File: config.mk
export PLATFORM = sky130hd
export DESIGN_NAME = spi_write_controller
export DESIGN_NICKNAME = d
export VERILOG_FILES = /design/src/rtl/spi_write_controller.sv
export SDC_FILE = /design/constraint.sdc
export NUM_CORES = 1
export LEC_CHECK = 0
export BUFFER_PORTS_ARGS = -buffer_cell sky130_fd_sc_hd__buf_2
export CORE_MARGIN = 1.5
export CORE_UTILIZATION = 37
export DETAILED_ROUTE_END_ITERATION = 7
export HOLD_SLACK_MARGIN = 0.06
export PLACE_DENSITY_LB_ADDON = 0.15
export SLEW_MARGIN = 15
export SYNTH_ARGS = -nofsm -noshare
export SYNTH_HDL_FRONTEND = slang
export SYNTH_SLANG_ARGS = --single-unit
File: constraint.sdc
create_clock -name clk -period 2.4 [get_ports clk]
set_clock_uncertainty 0.2 [all_clocks]
set_input_delay 0.6 -clock clk [delete_from_list [all_inputs] [get_ports clk]]
set_output_delay 0.6 -clock clk [all_outputs]
set_load 0.05 [all_outputs]
File: src/rtl/spi_write_controller.sv
// spi_write_controller: SPI mode-0 controller that sends 16-bit register frames
// {rw, addr[6:0], wdata[7:0]} MSB-first, framed by an active-low chip select.
// Optional feature macro: SPI_READ_EN. When it is defined, spi_cipo is sampled
// during bits 7..0 of read frames and the byte is presented on rdata.
// Every phase (SETUP, each SCLK high/low half, GAP) lasts CLK_DIV clk cycles.
module spi_write_controller #(
  parameter int CLK_DIV = 4
) (
  input  logic       clk,
  input  logic       rst,
  input  logic       req_valid,
  output logic       req_ready,
  input  logic       req_rw,
  input  logic [6:0] req_addr,
  input  logic [7:0] req_wdata,
  output logic       busy,
  output logic       done,
  output logic [7:0] rdata,
  output logic       spi_sclk,
  output logic       spi_copi,
  output logic       spi_ncs,
  input  logic       spi_cipo
);

  localparam int CNT_W = $clog2(CLK_DIV) + 1;

  typedef enum logic [2:0] {
    IDLE     = 3'd0,
    SETUP    = 3'd1,
    SHIFT_HI = 3'd2,
    SHIFT_LO = 3'd3,
    GAP      = 3'd4
  } state_t;

  state_t           state_reg, state_next;
  logic [CNT_W-1:0] cnt_reg, cnt_next;
  logic [3:0]       bit_reg, bit_next;
  logic [15:0]      shift_reg, shift_next;

  logic ready_next, busy_next, done_next, sclk_next, copi_next, ncs_next;
  logic phase_end;
  logic accept;

  assign phase_end = (cnt_reg == CNT_W'(CLK_DIV - 1));
  // req_ready is registered from the IDLE state, so it marks acceptance exactly
  assign accept    = req_valid && req_ready;

  // State, counters, frame shift register and registered outputs
  always_ff @(posedge clk or posedge rst) begin
    if (rst) begin
      state_reg <= IDLE;
      cnt_reg   <= '0;
      bit_reg   <= '0;
      shift_reg <= '0;
      req_ready <= 1'b1;
      busy      <= 1'b0;
      done      <= 1'b0;
      spi_sclk  <= 1'b0;
      spi_copi  <= 1'b0;
      spi_ncs   <= 1'b1;
    end else begin
      state_reg <= state_next;
      cnt_reg   <= cnt_next;
      bit_reg   <= bit_next;
      shift_reg <= shift_next;
      req_ready <= ready_next;
      busy      <= busy_next;
      done      <= done_next;
      spi_sclk  <= sclk_next;
      spi_copi  <= copi_next;
      spi_ncs   <= ncs_next;
    end
  end

  // Phase sequencing: each phase runs for CLK_DIV cycles, then advances
  always_comb begin
    state_next = state_reg;
    cnt_next   = phase_end ? '0 : cnt_reg + 1'b1;
    bit_next   = bit_reg;
    shift_next = shift_reg;
    unique case (state_reg)
      IDLE: begin
        cnt_next = '0;
        if (accept) begin
          state_next = SETUP;
          bit_next   = 4'd15;
          shift_next = {req_rw, req_addr, req_wdata};
        end
      end
      SETUP: begin
        if (phase_end) state_next = SHIFT_HI;
      end
      SHIFT_HI: begin
        // Falling SCLK edge: move the next bit onto COPI
        if (phase_end) begin
          state_next = SHIFT_LO;
          shift_next = {shift_reg[14:0], 1'b0};
        end
      end
      SHIFT_LO: begin
        // The low half of bit 0 doubles as the nCS hold time
        if (phase_end) begin
          if (bit_reg == 4'd0) begin
            state_next = GAP;
          end else begin
            state_next = SHIFT_HI;
            bit_next   = bit_reg - 4'd1;
          end
        end
      end
      GAP: begin
        if (phase_end) state_next = IDLE;
      end
      default: state_next = IDLE;
    endcase
  end

  // Output values for the next cycle, derived from the upcoming state
  always_comb begin
    ready_next = (state_next == IDLE);
    busy_next  = (state_next != IDLE);
    ncs_next   = !((state_next == SETUP) || (state_next == SHIFT_HI) ||
                   (state_next == SHIFT_LO));
    sclk_next  = (state_next == SHIFT_HI);
    copi_next  = ncs_next ? 1'b0 : shift_next[15];
    done_next  = (state_reg == SHIFT_LO) && phase_end && (bit_reg == 4'd0);
  end

`ifdef SPI_READ_EN
  logic       rw_reg;
  logic [7:0] rx_reg;
  logic       sclk_rise;

  assign sclk_rise = (state_next == SHIFT_HI) && (state_reg != SHIFT_HI);

  // Capture CIPO on SCLK rising edges of the data byte; publish it with done
  always_ff @(posedge clk or posedge rst) begin
    if (rst) begin
      rw_reg <= 1'b0;
      rx_reg <= '0;
      rdata  <= '0;
    end else begin
      if (accept) rw_reg <= req_rw;
      if (sclk_rise && (bit_next < 4'd8)) rx_reg <= {rx_reg[6:0], spi_cipo};
      if (done_next && !rw_reg) rdata <= rx_reg;
    end
  end
`else
  assign rdata = 8'h00;
  wire _unused = &{1'b0, spi_cipo};
`endif

endmodule

==> impl_results.md <==
* Congestion Overflow GR at 0
* Main combinational cell family by area after synthesis: compound AO/OA/AOI/OAI gates
* Setup-failing EPs final at 0
* Compound-gate portion of the synthesized area at 22.1%
* CTS clk-pin slew, worst paths at 60 ps
* Main synth FF type: dfrtp_1
* CP Data Required Time at 2370 ps
* Fin crit share at 81.6%
* Power Density at 570 mW/mm²
* # diodes at 0
* Comb pwr share at 5.3%
* Initial antenna violation count at 0
* Largest register FFs at 16
* Sw Ratio at 22.3%
* Outcome: complete, no violations
* Pre-Repair DR Iteration Count at 4
* Final core occ at 43.7%
* Mux cell area share after synthesis at 0%
* Routed WL at 2830 µm
* Gpl congestion at 0.790
* Largest net degree at the start of global routing at 33
* IO buf count at 24
* Max cap viols at 0
* IO Pins at 34
* VDD IR-drop max at 0.303 mV
* Routed vias at 1090
* Synth cell count leaders: dfrtp_1 (30), a22o_1 (16), a21o_1 (14)
* Slew headroom at 61.5%
* Dominant cells by area after synthesis: dfrtp_1 (47%), a22o_1 (8.9%), a21o_1 (6.6%)
* Vias/cell at 5.19
* # rows at 23
* Cell Chain, Critical Path: inv_1 -> ha_1 -> nor3b_2 -> and4_1 -> o31a_1 -> o21ba_1
* Global-route wire length before repair at 4730 µm
* Fin crit period at 1960 ps
* Simple-Gate Fraction of Synth Area at 14.7%
* Layout area overhead at 12.0%
* Storage element area at 803 µm²
* Post_cts resized at 0
* Standby leakage power at 0.962 nW
* Final setup TNS at 0 ps
* Startpoint Class: flip-flop
* Post-CTS Setup Bufs at 0
* Clk root buf: clkbuf_8
* Clk_lat worst skew at 270 ps
* Post-Synth Adder-Cell Area at 1.58%
* Cell taking the most area after synthesis: dfrtp_1
* Post-synth cell types at 40
* Sequential area share after synthesis at 50.8%
* GRT Overall Usage at 14.0%
* Ys Warns at 0
* Post-detail-place hpwl at 1960 µm
* WP buf/inv at 1
* Critical Path End Type: flip-flop
* FILL cells at 370
* Number of global-route vias before repair at 1014
* Post-synthesis cell area at 0.00158 mm²
* CP Data Arrival Time at 1920 ps
* Max Root-Sink Buffers at 2
* CTS buffer count at 5
* Die area at 0.00468 mm²
* Share of cells above drive strength 1 at 26.9%
* Slowest-stage cell, CP: dfrtp_1
* Max Slew Vio Count at 0
* CTS tree: done
* Nets at 181
* Die width at 68.4 µm
* Worst min-delay path class: input port to asynchronous set/reset pin
* Post-route antenna net violation count at 0
* Mean routed wirelength per cell at 13.5 µm
* Post-synth EDFFs at 0
* Crit-path leading delay family: simple AND/OR/NAND/NOR gates
* Maximum fanout along the worst path at 7
* Clock power share at 41.2%
* Core area at 0.00406 mm²
* Psw at 0.225 mW
* Htree depth at 2
* CTS Sinks at 32
* Share of the synthesized area in the top cell type at 47.5%
* Post-synthesis cell count at 133
* Hold_buf cts at 0
* Internal at 0.785 mW
* Chip height at 68.4 µm
* Initial Util at 39.0%
* DRC violations left at 0
* Final Hold Viols at 0
* Flops & latches, synth at 32
* Most numerous cell in the Yosys netlist: dfrtp_1
* Setup Crit Path Kind: flip-flop to flip-flop
* Multi-input gate area at 654 µm²
* Crit-path max cell delay at 410 ps
* Top achievable clock speed at 0.511 GHz
* Synth async-reset ratio at 100%
* Xor and xnor area share after synthesis at 1.11%
* Part of the power in registers at 53.5%
* RSZ-0062 raised after global routing: no
* Least-Margin Pin Slew at 575 ps
* Syn avg cell area at 11.9 µm²
* Reg-to-reg slack, setup at 440 ps
* DR iter-0 viols at 50
worst paths after layout:
kind | start | to | depth (start not counted)
worst min-delay path | rst | bit_reg[0] | 3
min in group clk | cnt_reg[0] | cnt_reg[0] | 1
worst min register to register | cnt_reg[0] | cnt_reg[0] | 1
worst max register to register | bit_reg[0] | spi_copi | 6
max in group asynchronous | rst | spi_ncs | 3
worst max-delay path | bit_reg[0] | spi_copi | 6
routing by layer:
layer  share of wire [%]  GRT usage (%)  vias to the layer above
li1                    -              -                      521
met1                  49           19.3                      537
met2                  44           19.7                       26
met3                 4.8           5.26                        6
met4                 1.8           6.00                        0
met5                   0              0                        -
stage by stage:
step | cells | cell area (µm²) | power [mW] | hold slack, ps | worst slack [ps]
finish | 210 | 1770 | 1.01 | 201 | 442
global route | 210 | 1770 | 1.06 | 242 | 261
CTS | 210 | 1770 | 1.03 | 209 | 423
detailed placement | 202 | 1680 | 0.604 | 241 | 443
global placement | 202 | 1680 | 0.604 | 230 | 458
floorplan | 140 | 1610 | 0.595 | 219 | 632
power by group through the flow:
stage	combinational [mW]	clock, mW	sequential (mW)
CTS	0.0551	0.437	0.539
global route	0.0595	0.462	0.539
detailed placement	0.0549	0	0.549
finish	0.0539	0.416	0.540
global placement	0.0544	0	0.549
floorplan	0.0456	0	0.549
kinds of logic (layout without fill, tap and decap cells):
kind of cell | Yosys count | after routing
XOR/XNOR | 2 | 2
flip-flops | 32 | 32
buffers and inverters | 19 | 39
adder cells (fa/ha/maj) | 2 | 2
AND/OR/NAND/NOR | 33 | 33
other | 1 | 8
AO/OA/AOI/OAI | 44 | 44
worst min-delay path: stages:
cell and delay (ps):
buf_2 90, inv_1 40, buf_4 360
placed cells by master (no fill, tap or decap), types with 2 or more instances in the layout:
cell / netlist / layout
clkbuf_8: 0 / 6
buf_2: 2 / 24
a22o_1: 16 / 16
nor2b_1: 2 / 2
dfstp_2: 2 / 2
inv_1: 3 / 3
nor2_1: 2 / 2
clkbuf_1: 0 / 2
a21o_1: 14 / 14
o21ai_0: 2 / 2
ha_1: 2 / 2
xnor2_1: 2 / 2
nand2b_1: 3 / 3
nor3_4: 2 / 2
nand3b_1: 3 / 3
nor3b_2: 2 / 2
buf_4: 10 / 4
conb_1: 1 / 8
and3_1: 2 / 2
dfrtp_1: 30 / 30
nand2_1: 5 / 5
nand3_1: 2 / 2
nor3_1: 2 / 2
a21oi_1: 4 / 4
layout make-up:
type	instances	area share [%]
clock buffers	8	5.08
repair buffers	28	8.47
inverters	3	0.636
multi-input cells	89	36.9
well taps	50	3.53
flip-flops and latches	32	45.3
(Power assumes the default switching activity.)
